$ cat config.mk
export PLATFORM = sky130hd
export DESIGN_NAME = uart_tx_arbiter_flat
export DESIGN_NICKNAME = d
export VERILOG_FILES = /design/src/rtl/uart_tx_arbiter_if.sv /design/src/rtl/uart_tx_arbiter.sv /design/src/flat_wrapper.sv
export SDC_FILE = /design/constraint.sdc
export NUM_CORES = 1
export LEC_CHECK = 0
export BUFFER_PORTS_ARGS = -buffer_cell sky130_fd_sc_hd__buf_2
export CAP_MARGIN = 20
export CORE_ASPECT_RATIO = 0.75
export CORE_UTILIZATION = 35
export DETAILED_ROUTE_END_ITERATION = 6
export GPL_TIMING_DRIVEN = 0
export PLACE_DENSITY_LB_ADDON = 0.25
export SLEW_MARGIN = 10
export SYNTH_ARGS = -nofsm -noshare
export SYNTH_HDL_FRONTEND = slang
export SYNTH_SLANG_ARGS = --single-unit
$ cat constraint.sdc
create_clock -name clk_i -period 2.3 [get_ports clk_i]
set_input_delay 0.115 -clock clk_i [delete_from_list [all_inputs] [get_ports clk_i]]
set_output_delay 0.115 -clock clk_i [all_outputs]
set_load 0.02 [all_outputs]
$ cat src/rtl/uart_tx_arbiter_if.sv
// Request/transmit bundle between byte requesters, the arbiter and the UART TX core.
// master = requesters + transmitter side, slave = arbiter.
interface uart_tx_arbiter_if #(
    parameter int unsigned N_REQ = 4
);
    logic [N_REQ-1:0]   req_valid_i;
    logic [8*N_REQ-1:0] req_data_i;
    logic [N_REQ-1:0]   req_last_i;
    logic [N_REQ-1:0]   req_crc_en_i;
    logic [N_REQ-1:0]   req_ready_o;
    logic [N_REQ-1:0]   grant_o;
    logic [7:0]         data_o;
    logic               crc_en_o;
    logic               tx_start_cmd_o;
    logic               tx_int_i;
    logic               busy_o;
    logic               timeout_o;

    modport master (
        output req_valid_i, req_data_i, req_last_i, req_crc_en_i, tx_int_i,
        input  req_ready_o, grant_o, data_o, crc_en_o, tx_start_cmd_o, busy_o, timeout_o
    );

    modport slave (
        input  req_valid_i, req_data_i, req_last_i, req_crc_en_i, tx_int_i,
        output req_ready_o, grant_o, data_o, crc_en_o, tx_start_cmd_o, busy_o, timeout_o
    );
endinterface

$ cat src/rtl/uart_tx_arbiter.sv
// Round-robin arbiter sharing one UART transmitter among N_REQ byte requesters,
// with frame locking and a completion watchdog.
module uart_tx_arbiter #(
    parameter int unsigned N_REQ       = 4,
    parameter int unsigned TIMEOUT_W   = 16,
    parameter int unsigned TIMEOUT_CYC = 50000
) (
    input logic              clk_i,
    input logic              rst_i,
    uart_tx_arbiter_if.slave bus
);
    localparam int unsigned PW = (N_REQ > 1) ? $clog2(N_REQ) : 1;
    localparam logic [TIMEOUT_W-1:0] WD_TERM = TIMEOUT_W'(TIMEOUT_CYC - 1);

    typedef enum logic [1:0] {StIdle, StStart, StWait, StHold} state_e;

    state_e             state_q;
    logic [PW-1:0]      ptr_q;
    logic [PW-1:0]      owner_q;
    logic               lock_q;
    logic [TIMEOUT_W-1:0] wdog_q;
    logic [N_REQ-1:0]   grant_q;
    logic [N_REQ-1:0]   ready_q;
    logic [7:0]         data_q;
    logic               crc_en_q;
    logic               start_q;
    logic               busy_q;
    logic               timeout_q;

    logic               win_found;
    logic [PW-1:0]      win_idx;
    logic [PW-1:0]      cand_idx;
    logic               launch;
    logic [PW-1:0]      launch_idx;
    logic [7:0]         launch_data;
    logic               wd_expired;

    // First valid requester after the pointer, wrapping around.
    always_comb begin
        win_found = 1'b0;
        win_idx   = '0;
        cand_idx  = '0;
        for (int unsigned i = 1; i <= N_REQ; i++) begin
            cand_idx = PW'((32'(ptr_q) + i) % N_REQ);
            if (!win_found && bus.req_valid_i[cand_idx]) begin
                win_found = 1'b1;
                win_idx   = cand_idx;
            end
        end
    end

    always_comb begin
        launch_idx  = (state_q == StHold) ? owner_q : win_idx;
        launch      = ((state_q == StIdle) && win_found) ||
                      ((state_q == StHold) && bus.req_valid_i[owner_q]);
        launch_data = '0;
        for (int unsigned k = 0; k < N_REQ; k++) begin
            if (launch_idx == PW'(k)) launch_data = bus.req_data_i[8*k +: 8];
        end
        wd_expired  = (wdog_q >= WD_TERM);
    end

    // A completion with the frame still locked always passes through HOLD, which
    // gives the one idle cycle between tx_int and the next start.
    always_ff @(posedge clk_i or posedge rst_i) begin
        if (rst_i) begin
            state_q   <= StIdle;
            ptr_q     <= PW'(N_REQ - 1);
            owner_q   <= '0;
            lock_q    <= 1'b0;
            wdog_q    <= '0;
            grant_q   <= '0;
            ready_q   <= '0;
            data_q    <= '0;
            crc_en_q  <= 1'b0;
            start_q   <= 1'b0;
            busy_q    <= 1'b0;
            timeout_q <= 1'b0;
        end else begin
            start_q   <= 1'b0;
            ready_q   <= '0;
            timeout_q <= 1'b0;
            if (launch) begin
                state_q  <= StStart;
                owner_q  <= launch_idx;
                ptr_q    <= launch_idx;
                grant_q  <= N_REQ'(1) << launch_idx;
                ready_q  <= N_REQ'(1) << launch_idx;
                data_q   <= launch_data;
                crc_en_q <= bus.req_crc_en_i[launch_idx];
                lock_q   <= !bus.req_last_i[launch_idx];
                start_q  <= 1'b1;
                wdog_q   <= '0;
                busy_q   <= 1'b1;
            end else begin
                unique case (state_q)
                    StIdle: busy_q <= 1'b0;
                    StStart: begin
                        state_q <= StWait;
                        wdog_q  <= wdog_q + 1'b1;
                    end
                    StWait: begin
                        if (bus.tx_int_i) begin
                            wdog_q <= wdog_q + 1'b1;
                            if (lock_q) begin
                                state_q <= StHold;
                            end else begin
                                state_q <= StIdle;
                                grant_q <= '0;
                                busy_q  <= 1'b0;
                            end
                        end else if (wd_expired) begin
                            state_q   <= StIdle;
                            lock_q    <= 1'b0;
                            grant_q   <= '0;
                            busy_q    <= 1'b0;
                            timeout_q <= 1'b1;
                        end else begin
                            wdog_q <= wdog_q + 1'b1;
                        end
                    end
                    StHold: begin
                        if (wd_expired) begin
                            state_q   <= StIdle;
                            lock_q    <= 1'b0;
                            grant_q   <= '0;
                            busy_q    <= 1'b0;
                            timeout_q <= 1'b1;
                        end else begin
                            wdog_q <= wdog_q + 1'b1;
                        end
                    end
                    default: state_q <= StIdle;
                endcase
            end
        end
    end

    assign bus.req_ready_o    = ready_q;
    assign bus.grant_o        = grant_q;
    assign bus.data_o         = data_q;
    assign bus.crc_en_o       = crc_en_q;
    assign bus.tx_start_cmd_o = start_q;
    assign bus.busy_o         = busy_q;
    assign bus.timeout_o      = timeout_q;
endmodule

$ cat src/flat_wrapper.sv
// flat-port wrapper written by rule: the top's interface ports become plain ports
module uart_tx_arbiter_flat 
#(
    parameter int unsigned N_REQ       = 4,
    parameter int unsigned TIMEOUT_W   = 16,
    parameter int unsigned TIMEOUT_CYC = 50000
)
  (clk_i, rst_i, bus_req_valid_i, bus_req_data_i, bus_req_last_i, bus_req_crc_en_i, bus_tx_int_i, bus_req_ready_o, bus_grant_o, bus_data_o, bus_crc_en_o, bus_tx_start_cmd_o, bus_busy_o, bus_timeout_o);
  uart_tx_arbiter_if #(.N_REQ(N_REQ)) bus_i ();
  input logic clk_i;
  input logic rst_i;
  input wire logic [$bits(bus_i.req_valid_i)-1:0] bus_req_valid_i;
  input wire logic [$bits(bus_i.req_data_i)-1:0] bus_req_data_i;
  input wire logic [$bits(bus_i.req_last_i)-1:0] bus_req_last_i;
  input wire logic [$bits(bus_i.req_crc_en_i)-1:0] bus_req_crc_en_i;
  input wire logic [$bits(bus_i.tx_int_i)-1:0] bus_tx_int_i;
  output wire logic [$bits(bus_i.req_ready_o)-1:0] bus_req_ready_o;
  output wire logic [$bits(bus_i.grant_o)-1:0] bus_grant_o;
  output wire logic [$bits(bus_i.data_o)-1:0] bus_data_o;
  output wire logic [$bits(bus_i.crc_en_o)-1:0] bus_crc_en_o;
  output wire logic [$bits(bus_i.tx_start_cmd_o)-1:0] bus_tx_start_cmd_o;
  output wire logic [$bits(bus_i.busy_o)-1:0] bus_busy_o;
  output wire logic [$bits(bus_i.timeout_o)-1:0] bus_timeout_o;
  assign bus_i.req_valid_i = bus_req_valid_i;
  assign bus_i.req_data_i = bus_req_data_i;
  assign bus_i.req_last_i = bus_req_last_i;
  assign bus_i.req_crc_en_i = bus_req_crc_en_i;
  assign bus_i.tx_int_i = bus_tx_int_i;
  assign bus_req_ready_o = bus_i.req_ready_o;
  assign bus_grant_o = bus_i.grant_o;
  assign bus_data_o = bus_i.data_o;
  assign bus_crc_en_o = bus_i.crc_en_o;
  assign bus_tx_start_cmd_o = bus_i.tx_start_cmd_o;
  assign bus_busy_o = bus_i.busy_o;
  assign bus_timeout_o = bus_i.timeout_o;
  uart_tx_arbiter #(.N_REQ(N_REQ), .TIMEOUT_W(TIMEOUT_W), .TIMEOUT_CYC(TIMEOUT_CYC)) u_core (.clk_i(clk_i), .rst_i(rst_i), .bus(bus_i));
endmodule
==> results of run 1 <==
[worst max-delay path, stage by stage, from the launching register on]
cell and delay [ns]:
dfrtp_1 0.44, or4_4 0.56, and3_4 0.22, or2_0 0.21, buf_2 0.15, o21a_1 0.21, o22ai_4 0.21, a21o_1 0.15
[cell usage in the layout (no fill, tap or decap), drive strengths merged, types with 3 or more instances in the layout]
cell type and n:
a31oi 4, a211oi 4, clkbuf 10, and3 6
dfrtp 41, a21oi 9, o21ai 34, ha 4
nor3 9, a22oi 19, nand2 25, nor2 24
inv 10, nand2b 4, buf 81, o211ai 3
mux2 9, clkinv 3, nand3 12, mux2i 3
o21a 4, a21o 5, nor2b 3
[final timing paths]
kind	start	endpoint	cells past startpoint	slack, ns
min in group asynchronous	rst_i	u_core.bus.grant_o[2]$_DFFE_PP0P_	3	0.27
worst max-delay path	u_core.wdog_q[10]$_DFFE_PP0P_	u_core.bus.grant_o[0]$_DFFE_PP0P_	7	0.09
worst min register to register	u_core.bus.busy_o$_DFFE_PP0P_	u_core.bus.busy_o$_DFFE_PP0P_	2	0.48
max in group asynchronous	rst_i	u_core.ptr_q[0]$_DFFE_PP1N_	4	1.50
worst max register to register	u_core.wdog_q[10]$_DFFE_PP0P_	u_core.bus.grant_o[0]$_DFFE_PP0P_	7	0.09
worst min-delay path	bus_req_data_i[26]	u_core.bus.data_o[2]$_DFFE_PP0N_	3	0.05
[stage by stage]
| stage | utilization (%) | hold WS, ns | TNS, ns |
|---|---|---|---|
| floorplan | - | 0.2541 | 0 |
| global placement | 43.32 | 0.3428 | -1.779 |
| detailed placement | 43.61 | 0.05234 | -1.466 |
| CTS | 45.58 | 0.03256 | 0 |
| global route | 47.26 | 0.06227 | 0 |
| finish | 47.26 | 0.04731 | 0 |
[flip-flops by register name, indices dropped and copies added, names as in the netlist, 2 cells and up]
name / count
u_core.owner_q: 2
u_core.wdog_q: 16
u_core.bus.req_ready_o: 4
u_core.ptr_q: 2
u_core.bus.data_o: 8
u_core.bus.grant_o: 4
u_core.state_q: 2
[repair_timing]
action / 4_1_cts / 5_1_grt
hold endpoints to repair: 9 / 0
endpoints found under the setup margin: 24 / 27
buffers inserted: 1 / 6
pin swaps: 2 / 1
hold buffers: 1 / 0
gates resized for setup: 8 / 14
[cells by family after synthesis]
group	synth area share, %
AO/OA/AOI/OAI	27.39
XOR/XNOR	0.3437
adder cells (fa/ha/maj)	1.964
buffers and inverters	3.829
flip-flops	42.32
multiplexers	6.038
AND/OR/NAND/NOR	18.12
[cell type report]
cell class / count / area [um2]
Buffer: 12 / 63.81
Multi-Input combinational cell: 214 / 1463
Fill cell: 688 / 3655
Tap cell: 98 / 122.6
Clock inverter: 3 / 15.01
Sequential cell: 43 / 1079
Inverter: 10 / 37.54
Clock buffer: 5 / 68.82
Timing Repair Buffer: 75 / 425.4
[power by group through the flow]
| stage | Combinational (uW) | Clock, uW | Sequential (uW) |
|---|---|---|---|
| after detailed placement | 2540 | 0 | 1210 |
| after CTS | 2630 | 488 | 1200 |
| final | 2870 | 470 | 1200 |
| after global placement | 2520 | 0 | 1200 |
| after global routing | 3150 | 512 | 1240 |
| after floorplan | 1640 | 0 | 1360 |
[per-layer routing]
| metal | global-route usage (%) | part of all wire, % | up-vias | wire [um] |
|---|---|---|---|---|
| met2 | 26.58 | 41 | 45 | 2984 |
| met1 | 32.88 | 55 | 1197 | 3967 |
| met3 | 3.875 | 3.7 | 5 | 265 |
| met5 | 0 | 0 | - | 0 |
| met4 | 4.348 | 0.55 | 0 | 40 |
| li1 | - | - | 1201 | - |
==> metrics.md, run 1 <==
| Metric | Value |
|---|---|
| PwrDens | approximately 1400 nW/um2 |
| Cell variety after synth | 55 |
| Syn nets | between 300 and 400 |
| Yosys warning count | 0 |
| Most frequent cells after synthesis | 41 x dfrtp_1, 31 x o21ai_0, 25 x nand2_1 |
| Top_reg_cell synth | dfrtp_1 |
| Mean area per synthesized cell | slightly above 9 um2 |
| Worst-Skew Late Latency | ~0.30 ns |
| Cell Area, Synth | around 2500 um2 |
| Final Critical Period | around 2.2 ns |
| Arr. time, crit path | approximately 2.5 ns |
| FF+latch count, synth | 43 |
| RSZ-0062 raised after global routing | no |
| Synthesized instance count | about 280 |
| Post-route ant nets | 0 |
| TritonCTS clock tree | yes |
| Share of power burned in registers | about a quarter |
| # diodes | 0 |
| Fin crit share | 96.17% |
| Die area | 7631 um2 |
| Highest Clock Rate | between 0.4 and 0.5 GHz |
| Die W | 100.5 um |
| Initial antenna violation count | 0 |
| Worst setup margin | 0.08807 ns |
| Net Switching | approximately 2200 uW |
| Num CTS Buffers | 5 |
| Share of layout cells above drive strength 1 | 34.81% |
| Root Buffer | clkbuf_8 |
| Initial drt markers | 131 |
| Largest net degree at the start of global routing | 35 |
| Final HPWL DP | about 5.3 mm |
| Hold Violations, Final | 0 |
| Placer Congestion | around 0.85 |
| Final cell count without fillers | 460 |
| Register area share after synthesis | 42.32% |
| CTS HTree Levels | 2 |
| Yosys top cell by area | dfrtp_1 |
| Sink Count | 43 |
| Core area | 6929 um2 |
| Die Ht | around 76 um |
| Vias | 2,448 |
| Internal Power | 2361 uW |
| Fin area | approximately 3300 um2 |
| Status | completed |
| Slew Limit Fails | 0 |
| HP Class | primary input to flip-flop |
| Async SR Flop Fraction | between 90% and 100% |
| Worst path required time | 2.54 ns |
| Max FO, Critical Path | 6 |
| Worst Setup End Kind | flip-flop |
| First-pass DRT Iterations | 4 |
| Global-route wire length before repair | about 12 mm |
| Row Count | 26 |
| Layout area overhead | 28.47% |
| Clock Path Buffers | 2 |
| Worst slew margin | about 60% |
| Most frequent cell after synthesis | dfrtp_1 |
| Leakage | ~0.0015 uW |
| Drt drc | 0 |
| CP Class | flip-flop to flip-flop |
| Net count, final | about 410 |
| Sw frac | about half |
| Top-area cell type share of the netlist area | 40.26% |
| Pre-CTS WS | -0.1725 ns |
| Vias per cell | approximately 5.3 |
| Placed Area | approximately 3000 um2 |
| Port bufs | 66 |
| Critical path launch point type | flip-flop |
| Final Power | 4545 uW |
| Post-synth EDFFs | 0 |
| Setup Skew | between 0.005 and 0.006 ns |
| DRT Wirelength | approximately 7.3 mm |
| Worst-Margin Slew | a little over 0.6 ns |
| Vias in the first global route | 2,368 |
| Initial Util | between 30% and 40% |
| Routed len/inst | roughly 16 um |
| Ports | 67 |
| Max Cap Violations | 0 |
| Clock-pin slew on the worst setup and hold paths | approximately 0.080 ns |
| Synth area leaders | dfrtp_1 40%, o21ai_0 6.1%, a22oi_1 5.6%, mux2_2 4.0%, nand2_1 3.7% |
| Total GRT Usage | between 20% and 30% |
| Clock Power Share | between 10% and 20% |
| Dpl cells | 444 |
| Finish-stage setup viols | 0 |
| Worst vdd ir | 0.0005995 V |
| GRT Residual Overflow | 0 |
| Gate power share | about 63% |
Note: power is estimated with default switching activity, not from simulation.
==> run 2: changes to the inputs <==
--- a/config.mk
+++ b/config.mk
@@ -7,6 +7,8 @@
 export LEC_CHECK = 0
 export BUFFER_PORTS_ARGS = -buffer_cell sky130_fd_sc_hd__buf_2
 export CAP_MARGIN = 20
+export CELL_PAD_IN_SITES_DETAIL_PLACEMENT = 1
+export CELL_PAD_IN_SITES_GLOBAL_PLACEMENT = 1
 export CORE_ASPECT_RATIO = 0.75
 export CORE_UTILIZATION = 35
 export DETAILED_ROUTE_END_ITERATION = 6
==> run 2 against run 1 <==
Sequential cell count is the same. Critical path depth is the same. Register-to-register slack lost 0.02 ns. Cell area grew 1.3%. Power grew 4.2%. Global-route usage grew 2.5 points. Critical endpoint is now u_core.bus.grant_o[3]$_DFFE_PP0P_. Count of clock-buffer cells in the layout grew 1. Combinational power grew 6%. Die area is the same. Clock skew grew 0.0041 ns. Cell count is the same.
==> metrics.md, run 2 (synthesized netlist as in run 1, its figures left out) <==
| Metric | Value |
|---|---|
| Sink Count | 43 |
| Post-route ant nets | 0 |
| Final Critical Period | ~2.2 ns |
| Share of layout cells above drive strength 1 | 36.19% |
| Hold Violations, Final | 0 |
| Slowest-stage cell, CP | or4_4 |
| Root Buffer | clkbuf_8 |
| First-pass DRT Iterations | 4 |
| Arr. time, crit path | 2.47 ns |
| Finish-stage setup viols | 0 |
| Final HPWL DP | around 6.1 mm |
| Die Ht | roughly 76 um |
| Placer Congestion | between 0.8 and 0.9 |
| Family with the most delay on the worst path | simple AND/OR/NAND/NOR gates |
| Initial drt markers | 127 |
| Status | completed |
| Leakage | between 0.001 and 0.0015 uW |
| Worst slew margin | about 54% |
| Largest net degree at the start of global routing | 29 |
| Launch point of the worst reg-to-reg path | u_core.wdog_q[10]$_DFFE_PP0P_ |
| Dpl cells | between 400 and 500 |
| Commonest non-fill, non-tap cell in the layout | buf_2 |
| Worst-Skew Late Latency | around 0.3 ns |
| Buf/Inv on CP | 1 |
| Crit path launch | u_core.wdog_q[10]$_DFFE_PP0P_ |
| Row Count | 26 |
| Layout fillers | approximately 860 |
| # diodes | 0 |
| Register area | 1082 um2 |
| Routed len/inst | between 15 and 20 um |
| PwrDens | 1427 nW/um2 |
| Vias | 2,552 |
| Die W | a little over 100 um |
| CTS HTree Levels | 2 |
| Worst vdd ir | around 0.00066 V |
| Worst-Margin Slew | a little under 0.7 ns |
| Final cell count without fillers | 460 |
| Critical path launch point type | flip-flop |
| Port bufs | 66 |
| Highest Clock Rate | roughly 0.45 GHz |
| HP Class | primary input to flip-flop |
| Most frequent cells in the layout | 71 x buf_2, 38 x dfrtp_1, 31 x o21ai_0 |
| Slew Limit Fails | 0 |
| Ports | 67 |
| Fin Hold WS | 0.04293 ns |
| RSZ-0062 raised after global routing | no |
| Total GRT Usage | a little under a quarter |
| CP Class | flip-flop to flip-flop |
| Num CTS Buffers | 5 |
| Area of the multi-input gates | ~1500 um2 |
| Worst path cell trace | or4_4 -> and3_4 -> or2_0 -> buf_2 -> o21a_1 -> o22ai_4 -> a21o_1 |
| Placed Area | 3022 um2 |
| Net count, final | 412 |
| Layout area overhead | 30.14% |
| Die area | around 7600 um2 |
| Initial Util | between 30% and 40% |
| Fin area | approximately 3300 um2 |
| Max FO, Critical Path | 6 |
| Final Power | between 4000 and 5000 uW |
| Core area | a little under 7000 um2 |
| Number of flip-flops in the largest register | 16 |
| Drt drc | 0 |
| Clock-pin slew on the worst setup and hold paths | 0.09 ns |
| Max Cap Violations | 0 |
| Worst Setup End Kind | flip-flop |
| CP peak stage delay | ~0.54 ns |
| Most flop-heavy register | u_core.wdog_q |
| DRT Wirelength | between 8 and 9 mm |
| Vias in the first global route | between 2k and 3k |
| TritonCTS clock tree | yes |
| Fin crit share | approximately 97% |
| Setup Skew | 0.01002 ns |
| Global-route wire length before repair | approximately 13 mm |
| Worst path required time | between 2 and 3 ns |
| Worst hold start | bus_req_data_i[24] |
| Clock Path Buffers | 2 |
| GRT Residual Overflow | 0 |
| Vias per cell | ~5.5 |
| Initial antenna violation count | 0 |
-- run 2: tightest hold or removal path, stage by stage --
cell     delay, ns
buf_2         0.08
a22oi_1       0.05
o21ai_0       0.07
-- run 2: worst paths after layout --
| check | cells after the start | slack (ns) | end |
|---|---|---|---|
| setup reg to reg | 7 | 0.06 | u_core.bus.grant_o[3]$_DFFE_PP0P_ |
| hold reg to reg | 1 | 0.48 | u_core.bus.grant_o[1]$_DFFE_PP0P_ |
| setup / recovery | 7 | 0.06 | u_core.bus.grant_o[3]$_DFFE_PP0P_ |
| hold / removal | 3 | 0.04 | u_core.bus.data_o[0]$_DFFE_PP0N_ |
| max in group asynchronous | 4 | 1.42 | u_core.ptr_q[0]$_DFFE_PP1N_ |
| min in group asynchronous | 3 | 0.33 | u_core.wdog_q[14]$_DFFE_PP0P_ |
-- run 2: area by class of cell --
cell class / instances / share of cell area, %
Clock buffer: 6 / 2.188
Timing Repair Buffer: 75 / 12.83
Inverter: 10 / 1.132
Sequential cell: 43 / 32.63
Multi-Input combinational cell: 214 / 45.15
Tap cell: 98 / 3.697
Clock inverter: 2 / 0.3772
Buffer: 12 / 1.999
-- run 2: layer usage --
metal	vias up	global-route usage (%)	wire length [um]
li1	1205	-	-
met1	1295	34.50	4337
met2	48	33.97	3582
met3	4	3.506	250
met4	0	3.623	51
met5	-	0	0
-- run 2: metrics by stage --
step | worst slack, ns | setup TNS (ns) | utilization, %
after floorplan | 0.2834 | 0 | -
after global placement | -0.2243 | -3.327 | 43.32
after detailed placement | -0.3087 | -5.299 | 43.61
after CTS | 0.01756 | 0 | 45.88
after global routing | 0.004879 | 0 | 47.87
final | 0.06452 | 0 | 47.87
-- run 2: where the power goes --
group          leakage (uW)  internal, uW  switching, uW
sequential         0.000550          1030            183
combinational      0.000898          1190           1850
clock             0.0000412           213            274
total               0.00149          2430           2300
-- run 2: what timing repair did --
action / CTS / global route
pin swaps: 2 / 5
endpoints found under the hold margin: 15 / 0
hold buffers: 1 / 0
resized for setup: 8 / 22
setup endpoints to repair: 32 / 31
buffers inserted: 3 / 4
